<file path="config.mk">
export PLATFORM = sky130hd
export DESIGN_NAME = pixel_frame_receiver_flat
export DESIGN_NICKNAME = d
export VERILOG_FILES = /design/src/rtl/pixel_stream_if.sv /design/src/rtl/pixel_frame_receiver.sv /design/src/flat_wrapper.sv
export SDC_FILE = /design/constraint.sdc
export NUM_CORES = 1
export LEC_CHECK = 0
export ABC_AREA = 1
export CORE_ASPECT_RATIO = 0.75
export CORE_UTILIZATION = 40
export CTS_CLUSTER_DIAMETER = 200
export CTS_CLUSTER_SIZE = 12
export DETAILED_ROUTE_END_ITERATION = 8
export PLACE_DENSITY_LB_ADDON = 0.25
export SLEW_MARGIN = 10
export SYNTH_ARGS = -nofsm -noshare
export SYNTH_HDL_FRONTEND = slang
export SYNTH_SLANG_ARGS = --single-unit
export TNS_END_PERCENT = 30
</file>
<file path="constraint.sdc">
create_clock -name clk -period 7.15 [get_ports clk]
set_clock_uncertainty 0.1 [all_clocks]
set_input_delay 1.43 -clock clk [delete_from_list [all_inputs] [get_ports clk]]
set_output_delay 1.43 -clock clk [all_outputs]
set_load 0.05 [all_outputs]
</file>
<file path="src/rtl/pixel_stream_if.sv">
// Pixel stream handshake bundle between the renderer (master) and a sink (slave).
//   r/g/b   : 8-bit colour components
//   first   : start of frame, qualified by valid
//   last_x  : last pixel of the current line, qualified by valid
//   last_y  : pixel belongs to the last line of the frame, qualified by valid
//   valid   : pixel present (master -> slave)
//   ready   : sink can accept (slave -> master)
interface pixel_stream_if;
  logic [7:0] r;
  logic [7:0] g;
  logic [7:0] b;
  logic       first;
  logic       last_x;
  logic       last_y;
  logic       valid;
  logic       ready;

  modport master (
    output r, g, b, first, last_x, last_y, valid,
    input  ready
  );

  modport slave (
    input  r, g, b, first, last_x, last_y, valid,
    output ready
  );
endinterface

</file>
<file path="src/rtl/pixel_frame_receiver.sv">
// Sink for the renderer pixel stream. Accepts pixels under valid/ready, tracks the raster
// position, writes each accepted pixel to a frame-buffer write port (latency 1) and flags
// framing errors against the expected IMAGE_W x IMAGE_H geometry.
//   clk, reset   : clock and synchronous active-high reset
//   pix          : pixel stream (slave side), ready = !fb_busy && not in the DONE cycle
//   fb_busy      : frame buffer stall request
//   clear_err    : clears the sticky error flags (a new error in the same cycle wins)
//   wr_en/addr/data : registered frame-buffer write port, data packed {b,g,r}
//   cur_x/cur_y  : next expected raster position
//   frame_done   : one-cycle pulse the cycle after the final pixel is accepted
//   frame_count  : completed frames, wraps
//   err_sof/eol/eof : sticky framing errors (first / last_x / last_y)
module pixel_frame_receiver #(
  parameter int unsigned IMAGE_W          = 640,
  parameter int unsigned IMAGE_H          = 480,
  parameter int unsigned PIXEL_DATA_WIDTH = 10,
  parameter int unsigned RBG_SIZE         = 24,
  parameter int unsigned ADDR_WIDTH       = 19,
  parameter int unsigned FRAME_CNT_WIDTH  = 16
) (
  input  logic                        clk,
  input  logic                        reset,
  pixel_stream_if.slave               pix,
  input  logic                        fb_busy,
  input  logic                        clear_err,
  output logic                        wr_en,
  output logic [ADDR_WIDTH-1:0]       wr_addr,
  output logic [RBG_SIZE-1:0]         wr_data,
  output logic [PIXEL_DATA_WIDTH-1:0] cur_x,
  output logic [PIXEL_DATA_WIDTH-1:0] cur_y,
  output logic                        frame_done,
  output logic [FRAME_CNT_WIDTH-1:0]  frame_count,
  output logic                        err_sof,
  output logic                        err_eol,
  output logic                        err_eof
);

  localparam logic [PIXEL_DATA_WIDTH-1:0] XLast = PIXEL_DATA_WIDTH'(IMAGE_W - 1);
  localparam logic [PIXEL_DATA_WIDTH-1:0] YLast = PIXEL_DATA_WIDTH'(IMAGE_H - 1);

  typedef enum logic [1:0] {StHunt, StRecv, StDone} state_e;

  state_e                      state_q, state_d;
  logic [PIXEL_DATA_WIDTH-1:0] x_q, x_d;
  logic [PIXEL_DATA_WIDTH-1:0] y_q, y_d;
  logic [ADDR_WIDTH-1:0]       addr_q, addr_d;
  logic [FRAME_CNT_WIDTH-1:0]  cnt_q, cnt_d;
  logic                        wr_en_q, wr_en_d;
  logic [ADDR_WIDTH-1:0]       wr_addr_q, wr_addr_d;
  logic [RBG_SIZE-1:0]         wr_data_q, wr_data_d;
  logic                        err_sof_q, err_sof_d;
  logic                        err_eol_q, err_eol_d;
  logic                        err_eof_q, err_eof_d;

  logic                        ready;
  logic                        xfer;
  logic                        resync;
  logic                        do_write;
  logic                        set_sof, set_eol, set_eof;
  logic                        at_x_last, at_final;
  logic [PIXEL_DATA_WIDTH-1:0] eff_x, eff_y;
  logic [ADDR_WIDTH-1:0]       eff_addr;

  // Ready never looks at valid so the source cannot form a combinational loop through us.
  assign ready     = !fb_busy && (state_q != StDone);
  assign pix.ready = ready;
  assign xfer      = pix.valid && ready;

  // A first flag (or hunting for one) pins the pixel to the origin.
  assign resync    = (state_q == StHunt) || pix.first;
  assign eff_x     = resync ? '0 : x_q;
  assign eff_y     = resync ? '0 : y_q;
  assign eff_addr  = resync ? '0 : addr_q;
  assign at_x_last = (eff_x == XLast);
  assign at_final  = at_x_last && (eff_y == YLast);

  always_comb begin
    state_d   = state_q;
    x_d       = x_q;
    y_d       = y_q;
    addr_d    = addr_q;
    cnt_d     = cnt_q;
    wr_en_d   = 1'b0;
    wr_addr_d = wr_addr_q;
    wr_data_d = wr_data_q;
    do_write  = 1'b0;
    set_sof   = 1'b0;
    set_eol   = 1'b0;
    set_eof   = 1'b0;

    case (state_q)
      StHunt: begin
        if (xfer && !pix.first) begin
          set_sof = 1'b1;
        end else if (xfer) begin
          do_write = 1'b1;
        end
      end
      StRecv: begin
        if (xfer) begin
          do_write = 1'b1;
          // first is legal only on the origin pixel, which is also where it is mandatory.
          set_sof  = pix.first != ((x_q == '0) && (y_q == '0));
        end
      end
      StDone: begin
        state_d = StRecv;
      end
      default: begin
        state_d = StHunt;
      end
    endcase

    if (do_write) begin
      wr_en_d   = 1'b1;
      wr_addr_d = eff_addr;
      wr_data_d = RBG_SIZE'({pix.b, pix.g, pix.r});
      set_eol   = pix.last_x != at_x_last;
      // last_y marks every pixel of the final line; it must be present on the final pixel.
      set_eof   = (pix.last_y && (eff_y != YLast)) || (!pix.last_y && at_final);
      if (at_final) begin
        state_d = StDone;
        x_d     = '0;
        y_d     = '0;
        addr_d  = '0;
        cnt_d   = cnt_q + 1'b1;
      end else begin
        state_d = StRecv;
        addr_d  = eff_addr + 1'b1;
        if (at_x_last) begin
          x_d = '0;
          y_d = eff_y + 1'b1;
        end else begin
          x_d = eff_x + 1'b1;
          y_d = eff_y;
        end
      end
    end

    err_sof_d = set_sof || (err_sof_q && !clear_err);
    err_eol_d = set_eol || (err_eol_q && !clear_err);
    err_eof_d = set_eof || (err_eof_q && !clear_err);
  end

  always_ff @(posedge clk) begin
    if (reset) begin
      state_q   <= StHunt;
      x_q       <= '0;
      y_q       <= '0;
      addr_q    <= '0;
      cnt_q     <= '0;
      wr_en_q   <= 1'b0;
      wr_addr_q <= '0;
      wr_data_q <= '0;
      err_sof_q <= 1'b0;
      err_eol_q <= 1'b0;
      err_eof_q <= 1'b0;
    end else begin
      state_q   <= state_d;
      x_q       <= x_d;
      y_q       <= y_d;
      addr_q    <= addr_d;
      cnt_q     <= cnt_d;
      wr_en_q   <= wr_en_d;
      wr_addr_q <= wr_addr_d;
      wr_data_q <= wr_data_d;
      err_sof_q <= err_sof_d;
      err_eol_q <= err_eol_d;
      err_eof_q <= err_eof_d;
    end
  end

  assign wr_en       = wr_en_q;
  assign wr_addr     = wr_addr_q;
  assign wr_data     = wr_data_q;
  assign cur_x       = x_q;
  assign cur_y       = y_q;
  assign frame_done  = (state_q == StDone);
  assign frame_count = cnt_q;
  assign err_sof     = err_sof_q;
  assign err_eol     = err_eol_q;
  assign err_eof     = err_eof_q;

endmodule

</file>
<file path="src/flat_wrapper.sv">
// flat-port wrapper written by rule: the top's interface ports become plain ports
module pixel_frame_receiver_flat 
#(
  parameter int unsigned IMAGE_W          = 640,
  parameter int unsigned IMAGE_H          = 480,
  parameter int unsigned PIXEL_DATA_WIDTH = 10,
  parameter int unsigned RBG_SIZE         = 24,
  parameter int unsigned ADDR_WIDTH       = 19,
  parameter int unsigned FRAME_CNT_WIDTH  = 16
)
  (clk, reset, fb_busy, clear_err, wr_en, wr_addr, wr_data, cur_x, cur_y, frame_done, frame_count, err_sof, err_eol, err_eof, pix_r, pix_g, pix_b, pix_first, pix_last_x, pix_last_y, pix_valid, pix_ready);
  pixel_stream_if pix_i ();
  input  logic clk;
  input  logic reset;
  input  logic fb_busy;
  input  logic clear_err;
  output logic wr_en;
  output logic [ADDR_WIDTH-1:0] wr_addr;
  output logic [RBG_SIZE-1:0] wr_data;
  output logic [PIXEL_DATA_WIDTH-1:0] cur_x;
  output logic [PIXEL_DATA_WIDTH-1:0] cur_y;
  output logic frame_done;
  output logic [FRAME_CNT_WIDTH-1:0] frame_count;
  output logic err_sof;
  output logic err_eol;
  output logic err_eof;
  input wire logic [$bits(pix_i.r)-1:0] pix_r;
  input wire logic [$bits(pix_i.g)-1:0] pix_g;
  input wire logic [$bits(pix_i.b)-1:0] pix_b;
  input wire logic [$bits(pix_i.first)-1:0] pix_first;
  input wire logic [$bits(pix_i.last_x)-1:0] pix_last_x;
  input wire logic [$bits(pix_i.last_y)-1:0] pix_last_y;
  input wire logic [$bits(pix_i.valid)-1:0] pix_valid;
  output wire logic [$bits(pix_i.ready)-1:0] pix_ready;
  assign pix_i.r = pix_r;
  assign pix_i.g = pix_g;
  assign pix_i.b = pix_b;
  assign pix_i.first = pix_first;
  assign pix_i.last_x = pix_last_x;
  assign pix_i.last_y = pix_last_y;
  assign pix_i.valid = pix_valid;
  assign pix_ready = pix_i.ready;
  pixel_frame_receiver #(.IMAGE_W(IMAGE_W), .IMAGE_H(IMAGE_H), .PIXEL_DATA_WIDTH(PIXEL_DATA_WIDTH), .RBG_SIZE(RBG_SIZE), .ADDR_WIDTH(ADDR_WIDTH), .FRAME_CNT_WIDTH(FRAME_CNT_WIDTH)) u_core (.clk(clk), .reset(reset), .pix(pix_i), .fb_busy(fb_busy), .clear_err(clear_err), .wr_en(wr_en), .wr_addr(wr_addr), .wr_data(wr_data), .cur_x(cur_x), .cur_y(cur_y), .frame_done(frame_done), .frame_count(frame_count), .err_sof(err_sof), .err_eol(err_eol), .err_eof(err_eof));
endmodule
</file>
# Yosys cells after proc, flatten, opt, wreduce, memory -nomap -nowiden
# Index checks and enable logic that the tools add are counted.
[word_totals] wordCells=68 register_bits=104 in_bits=32
[op_classes] eq_ne=9 add_sub_neg=4 reduce_logical=24 muxes=20
[op_table] operator="10-bit two-way mux" count=6
[op_table] operator="19-bit two-way mux" count=2
[op_table] operator="10-bit by 1-bit adder with 10-bit output (second input constant)" count=2
[op_table] operator="10-bit logical NOT" count=2
[op_table] operator="19-bit by 1-bit adder with 19-bit output (second input constant)" count=1
[op_table] operator="16-bit by 1-bit adder with 16-bit output (second input constant)" count=1
[op_table] operator="10-bit == test (second input constant)" count=1
[op_table] operator="10-bit by 9-bit == test with 1-bit output (second input constant)" count=1
[op_table] operator="1-bit logical AND" count=10
[op_table] operator="10-bit by 9-bit != test with 1-bit output (second input constant)" count=1
[op_table] operator="1-bit two-way mux" count=7
[op_table] operator="1-bit logical OR" count=5
[op_table] operator="1-bit logical NOT" count=4
[op_table] operator="2-bit two-way mux" count=2
[op_table] operator="1-bit case mux with 2 select lines" count=2
[op_table] operator="2-bit case mux with 2 select lines" count=1
[op_table] operator="2-bit by 1-bit == test with 1-bit output (second input constant)" count=1
[op_table] operator="2-bit == test (second input constant)" count=1
[op_table] operator="2-bit logical NOT" count=1
[op_table] operator="1-bit != test" count=2
[op_table] operator="2-bit by 1-bit != test with 1-bit output (second input constant)" count=1
[op_table] operator="2-bit != test (second input constant)" count=1
[op_table] operator="2-bit AND reduction" count=1
[op_table] operator="2-bit OR reduction" count=1

# Longest topological paths before layout
# Gate-level depths: netlist of the first run.
[logic_depth] depth_word=9 ltp_mapped=16 depth_no_buf=14

# Worst setup path after synthesis of the first run
# No wires, ideal clock.
[synth_path] path_type="input port to output port" start="input port fb_busy" end="output port pix_ready" path_stages=1 slack_ps=3736 required_ps=5620 t_arrival_ps=1884 path_cell_list="nor2_2"
[synth_via] elab_chain_len=2
[synth_rtl] item="from (decl)" line="flat_wrapper.sv:15" source="input logic fb_busy;"
[synth_rtl] item="1-bit logical NOT" line="pixel_frame_receiver.sv:65" source="assign ready = !fb_busy && (state_q != StDone);"
[synth_rtl] item="1-bit logical AND" line="pixel_frame_receiver.sv:65"
[synth_rtl] item="to (decl)" line="flat_wrapper.sv:34" source="output wire logic [$bits(pix_i.ready)-1:0] pix_ready;"
# No other way between the ends.

# Worst setup path after layout of the first run
# Ends and elaborated chain as after synthesis.

==> impl_results.md, run 1 <==
- Netlist cell types: 33
- Setup Crit Path Kind: in -> out
- Pwr Density: 179.7 mW/mm2
- Share of layout cells above drive strength 1: under 10%
- H-tree depth: 3
- Grt ovf: 0
- CTS tree: yes
- CTS Buffer Depth: 2
- Period utilization: roughly three fifths
- Worst R2R Path Depth: 15
- Worst Hold Launch: u_core.err_eol
- Core box area: about 0.013 mm2
- Die area: 0.01399 mm2
- Multi-input gate area: 0.002892 mm2
- R2r setup slk: 4.24 ns
- Worst EP required: between 5 and 6 ns
- Final GP Congestion: roughly 0.88
- Synth-to-Final Area Change: 27.88%
- CTS clk-pin slew, worst paths: 0.07 ns
- Post-Syn Instances: about 810
- Setup_tns: 0 ns
- First-pass GRT wire length: 24080 um
- Post-Synthesis Cell Area: ~0.0054 mm2
- Fmax: around 230 MHz
- Fin. Hold Viols: 0
- Crit path launch type: input pin
- Post-DP HPWL: 10100 um
- Reg-to-reg startpoint: u_core.state_q[0]
- Psw: around 350 uW
- RSZ-0062 raised after global routing: false
- Crit path cell chain: clkdlybuf4s50_1, nor2_2, clkdlybuf4s50_1
- Post-route ant nets: 0
- Vert. Die Dim: 102.7 um
- Number of DRC markers in iteration 0: 507
- IO Port Bufs: approximately 120
- I/O Pins: between 100 and 150
- Worst path max stage delay: 0.81 ns
- Syn_nets: between 800 and 900
- Status: complete, no violations
- Post-Route WL: 14780 um
- Slew @ Worst Pin: roughly 1.1 ns
- Initial antenna violation count: 0
- Sequential area share after synthesis: about two fifths
- Synthesis Warnings: 0
- Cts hold-fix bufs: 0
- Slowest cell on crit path: clkdlybuf4s50_1
- CP Capture Type: primary output
- Initial Utilization: 41.26%
- Seq. cell area: around 0.0021 mm2
- Clock power share: 39.0%
- Drt wl/cell: about 14 um
- Post-CTS sizing: 0
- Die Wd: between 100 and 150 um
- Maximum vdd drop: ~0.00011 V
- Minimum clock period: 4.325 ns
- CTS buffer count: 9
- Largest net degree at the start of global routing: 66
- Finished Layout Cells: between 1000 and 1500
- Combinational Power Share: between 10% and 20%
- Nets: around 940
- Dpl cells: ~1100
- Top delay family on crit path: buffers and inverters
- Max cap viols: 0
- Reg2reg end: u_core.frame_count[0]
- Switch share: roughly 28%
- Endpoint, Worst Hold: u_core.err_eol
- Worst Path Max Fanout: 3
- Internal power: about 900 uW
- Vias per cell: 5.102
- Worst-Skew Late Latency: roughly 0.35 ns
- Yosys reg bits: about 100
- Tot GR Track Use: 21.75%
- Final setup violation count: 0
- Flop pwr share: roughly 49%
- HP Class: reg -> reg
- Fillers: 1303
- Vias in the first global route: between 4000 and 5000
- # diodes: 0
- Rows: 36
- Worst slew margin: a little under 30%
- First-pass DRT Iterations: 5
- Worst path buffer plus inverter count: 2
- Arrival @ worst endpoint: around 2.8 ns
- P_leak: ~2.5 nW
- Root buf cell: clkbuf_16
- CTS Sinks: around 100
- Slew Limit Fails: 0
- Hold path cells: 2
- CP most frequent cell: clkdlybuf4s50_1
- Via count: roughly 5500
- Avg Inst Size Synth: 6.668 um2
- Critical path depth: 3
- # Post-CTS Setup Buffers: 0
- DRC viols: 0
## worst max path at each step
| stage | from | slack, ns | to |
|---|---|---|---|
| after global placement | fb_busy | 2.82 | pix_ready |
| after global routing | pix_first | 2.72 | u_core.frame_count[3] |
| after detailed placement | pix_first | 2.76 | u_core.frame_count[0] |
| after CTS | fb_busy | 2.82 | pix_ready |
| after floorplan | fb_busy | 3.74 | pix_ready |
| final | fb_busy | 2.82 | pix_ready |
## metrics by stage
| step | setup WS, ns | util [%] | power, mW | instance area [um2] | hold slack, ns |
|---|---|---|---|---|---|
| 6_report | 2.825 | 52.76 | 1.242 | 6915 | 0.3632 |
| 5_1_grt | 2.718 | 52.76 | 1.294 | 6915 | 0.4089 |
| 4_1_cts | 2.819 | 52.76 | 1.257 | 6915 | 0.3669 |
| 3_5_place_dp | 2.763 | 50.57 | 0.7706 | 6629 | 0.3556 |
| 3_3_place_gp | 2.822 | 50.57 | 0.7709 | 6629 | 0.3527 |
| 2_1_floorplan | 3.736 | - | 0.7125 | 5408 | 0.3445 |
## power by group through the flow
stage          Sequential, mW  Clock [mW]  Combinational (mW)
6_report                0.603       0.485               0.154
5_1_grt                 0.605       0.524               0.165
4_1_cts                 0.603       0.498               0.156
3_5_place_dp            0.616           0               0.155
3_3_place_gp            0.616           0               0.155
2_1_floorplan           0.667           0              0.0459
## cell type report
cell class / instances / area share, %
clock inverters: 6 / 0.8323
clock buffers: 10 / 3.311
repair buffers: 120 / 17.15
inverters: 68 / 3.691
flip-flops and latches: 104 / 30.11
multi-input cells: 602 / 41.81
well taps: 171 / 3.094
## cell usage after synthesis
cell type	number	area share, %
a21oi_1	71	6.6
buf_2	12	1.1
buf_4	6	0.83
buf_6	1	0.21
clkbuf_1	18	1.2
clkinv_1	1	0.069
dfxtp_1	104	39
ha_1	4	0.93
inv_1	63	4.4
inv_2	4	0.28
nand2_1	170	12
nand2_2	3	0.35
nand2_4	3	0.62
nand3_1	86	8.0
nand3_4	2	0.65
nand3b_1	3	0.42
nand4_1	16	1.9
nand4_2	1	0.23
nor2_1	131	9.1
nor2_2	7	0.81
nor2_4	6	1.2
nor2_8	1	0.37
nor3_1	10	0.93
nor3_2	2	0.37
nor4_1	1	0.12
o21ai_0	55	5.1
o21ai_1	9	0.83
o21bai_1	3	0.42
o22ai_1	1	0.12
or2_1	1	0.12
or2_2	2	0.23
xnor2_1	7	1.1
xor2_1	7	1.1
## logic make-up (layout without fill, tap and decap cells)
| family | after synthesis | in the layout | share of synthesized area (%) |
|---|---|---|---|
| flops | 104 | 104 | 38.50 |
| buf+inv | 105 | 204 | 8.121 |
| xor+xnor | 14 | 14 | 2.268 |
| simple gates | 445 | 445 | 37.16 |
| fa+ha+maj | 4 | 4 | 0.9255 |
| compound gates | 139 | 139 | 13.03 |
## placed cells by master (no fill, tap or decap), drive strengths merged
master	count
a21oi	71
buf	5
clkbuf	10
clkdlybuf4s50	115
clkinv	2
dfxtp	104
ha	4
inv	72
nand2	176
nand3	88
nand3b	3
nand4	17
nor2	145
nor3	12
nor4	1
o21ai	64
o21bai	3
o22ai	1
or2	3
xnor2	7
xor2	7
## tightest hold or removal path, cell delays in order (launching register included)
cell     delay [ns]
dfxtp_1        0.31
nand2_1        0.06
a21oi_1        0.05
## state kept, by name, indices dropped and copies added, names as in the netlist
| name | cells |
|---|---|
| u_core.wr_en | 1 |
| u_core.cur_y | 10 |
| u_core.wr_addr | 19 |
| u_core.err_sof | 1 |
| u_core.addr_q | 19 |
| u_core.wr_data | 24 |
| u_core.state_q | 2 |
| u_core.cur_x | 10 |
| u_core.err_eol | 1 |
| u_core.err_eof | 1 |
| u_core.frame_count | 16 |
## layer usage
| metal | track usage, % | wire [um] | up-vias |
|---|---|---|---|
| met1 | 32.75 | 7572 | 2477 |
| met5 | 0 | 0 | - |
| met2 | 29.83 | 5835 | 195 |
| li1 | - | - | 2833 |
| met3 | 6.441 | 1268 | 10 |
| met4 | 4.957 | 99 | 0 |
Note: power is estimated with default switching activity, not from simulation.
==> inputs of run 2 (changes only) <==
Clock period 7.15 ns to 4.2 ns, I/O delays scaled along.
==> run 2 against run 1 <==
Compared with the run above:
- sequential power rose by 71%
- combinational power rose by 74%
- clock power increased by 75%
- critical path type unchanged
==> impl_results.md, run 2 (same netlist as run 1, synthesis figures left out) <==
- Endpoint, Worst Hold: u_core.err_eol
- Via count: approximately 5500
- Total power: 2.140 mW
- Core box area: 0.01311 mm2
- Placed cell area: about 0.0067 mm2
- CP most frequent cell: clkdlybuf4s50_1
- RSZ-0062 raised after global routing: false
- Worst slew margin: between 50% and 60%
- HP Class: reg -> reg
- IO Port Bufs: roughly 120
- Number of DRC markers in iteration 0: slightly above 400
- First-pass GRT wire length: ~24000 um
- Post-DP HPWL: 10440 um
- Die area: approximately 0.014 mm2
- Fin. Hold Viols: 0
- Status: complete, no violations
- Max reg flops: 24
- Top delay family on crit path: buffers and inverters
- # diodes: 0
- Slowest cell on crit path: clkdlybuf4s50_1
- Tot GR Track Use: between 20% and 30%
- Grt ovf: 0
- Reg-to-reg startpoint: u_core.state_q[0]
- Post-route ant nets: 0
- Vias per cell: roughly 5.1
- Period utilization: 74.71%
- Final Core Density: ~53%
- Maximum vdd drop: approximately 0.00026 V
- Worst Path Max Fanout: 3
- Worst path max stage delay: between 0.8 and 0.9 ns
- Rows: 36
- Arrival @ worst endpoint: approximately 2.2 ns
- Die Wd: around 140 um
- Fmax: 318.7 MHz
- R2r setup slk: 1.54 ns
- Crit path launch type: input pin
- Cts hold-fix bufs: 0
- Highest-count cells in the layout ignoring fill and taps: 170 x nand2_1, 131 x nor2_1, 115 x clkdlybuf4s50_1
- Fillers: between 1000 and 1500
- CTS Buffer Depth: 2
- Slew Limit Fails: 0
- First-pass DRT Iterations: 6
- CTS clk-pin slew, worst paths: roughly 0.07 ns
- DRC viols: 0
- Worst R2R Path Depth: 12
- Share of layout cells above drive strength 1: under 10%
- Synth-to-Final Area Change: 28.90%
- Hold path cells: 2
- P_leak: between 2 and 3 nW
- Worst EP required: around 3.3 ns
- Drt wl/cell: between 10 and 15 um
- CTS Sinks: 104
- Final Cell Area: ~0.0070 mm2
- Final GP Congestion: about 0.90
- Worst Hold Launch: u_core.err_eol
- Nets: about 950
- CTS buffer count: 9
- Initial Utilization: roughly two fifths
- Slew @ Worst Pin: ~0.65 ns
- Setup Crit Path Kind: in -> out
- Worst Hold Slack: 0.3757 ns
- CTS tree: yes
- Post-Route WL: between 15000 and 20000 um
- Initial antenna violation count: 0
- Max cap viols: 0
- Minimum clock period: 3.138 ns
- H-tree depth: 3
- Final setup violation count: 0
- Most common cell after layout, fill and taps aside: nand2_1
- Worst-Skew Late Latency: ~0.35 ns
- Setup_tns: 0 ns
- Reg2reg end: u_core.frame_count[8]
- Crit path cell chain: clkdlybuf4s50_1, nor2_2, clkdlybuf4s50_1
- I/O Pins: roughly 120
- Worst path buffer plus inverter count: 2
- Vert. Die Dim: roughly 100 um
- Pwr Density: between 300 and 400 mW/mm2
- # Post-CTS Setup Buffers: 0
- Largest net degree at the start of global routing: 68
- Post-CTS sizing: 0
- Vias in the first global route: between 4000 and 5000
- CP Capture Type: primary output
- Root buf cell: clkbuf_16
## run 2: cell count changes in the layout (fill, tap and decap cells not counted)
| cell | previous run | this run |
|---|---|---|
| clkbuf_1 | 1 | 0 |
| buf_4 | 4 | 10 |
| clkbuf_8 | 0 | 1 |
## run 2: stage by stage
| stage | setup slack, ns | cells |
|---|---|---|
| 3_5_place_dp | 0.7223 | 1071 |
| 3_3_place_gp | 0.7784 | 1071 |
| 2_1_floorplan | 1.407 | 811 |
| 5_1_grt | 0.8362 | 1087 |
| 4_1_cts | 1.054 | 1087 |
| 6_report | 1.062 | 1087 |
## run 2: area by class of cell
cell class / instances / area [um2] / area share (%)
sequential: 104 / 2082 / 29.87
inverter: 68 / 255.2 / 3.662
tap: 171 / 214.0 / 3.069
timing repair buffer: 126 / 1231 / 17.66
multi-input combinational: 602 / 2892 / 41.48
clock inverter: 6 / 57.56 / 0.8257
clock buffer: 10 / 239.0 / 3.428
## run 2: worst max path at each step
stage               from                      to  slack [ns]  depth (start not counted)
6_report         fb_busy               pix_ready        1.06                          3
2_1_floorplan  pix_first       u_core.addr_q[13]        1.41                         14
5_1_grt        pix_first   u_core.frame_count[4]        0.84                         12
3_5_place_dp   pix_first         u_core.cur_y[1]        0.72                         12
4_1_cts          fb_busy               pix_ready        1.05                          3
3_3_place_gp   pix_first  u_core.frame_count[10]        0.78                         12
## run 2: metal layers
layer | vias up | share of wire, % | track usage [%]
met5 | - | 0 | 0
met4 | 0 | 0.70 | 4.701
met3 | 8 | 9.0 | 5.949
met2 | 198 | 39 | 29.48
met1 | 2469 | 52 | 33.94
li1 | 2853 | - | -
## run 2: report_power, final
group          internal, mW  total (mW)  switching (mW)
combinational        0.0896       0.268           0.178
sequential             1.01        1.03          0.0139
clock                 0.435       0.847           0.412
total                  1.54        2.14           0.604
## run 2: tightest hold or removal path: cells and delay by family, from the launching register on
kind | cells | cell delay (ns)
flip-flops | 1 | 0.31
AND/OR/NAND/NOR | 1 | 0.06
AO/OA/AOI/OAI | 1 | 0.06
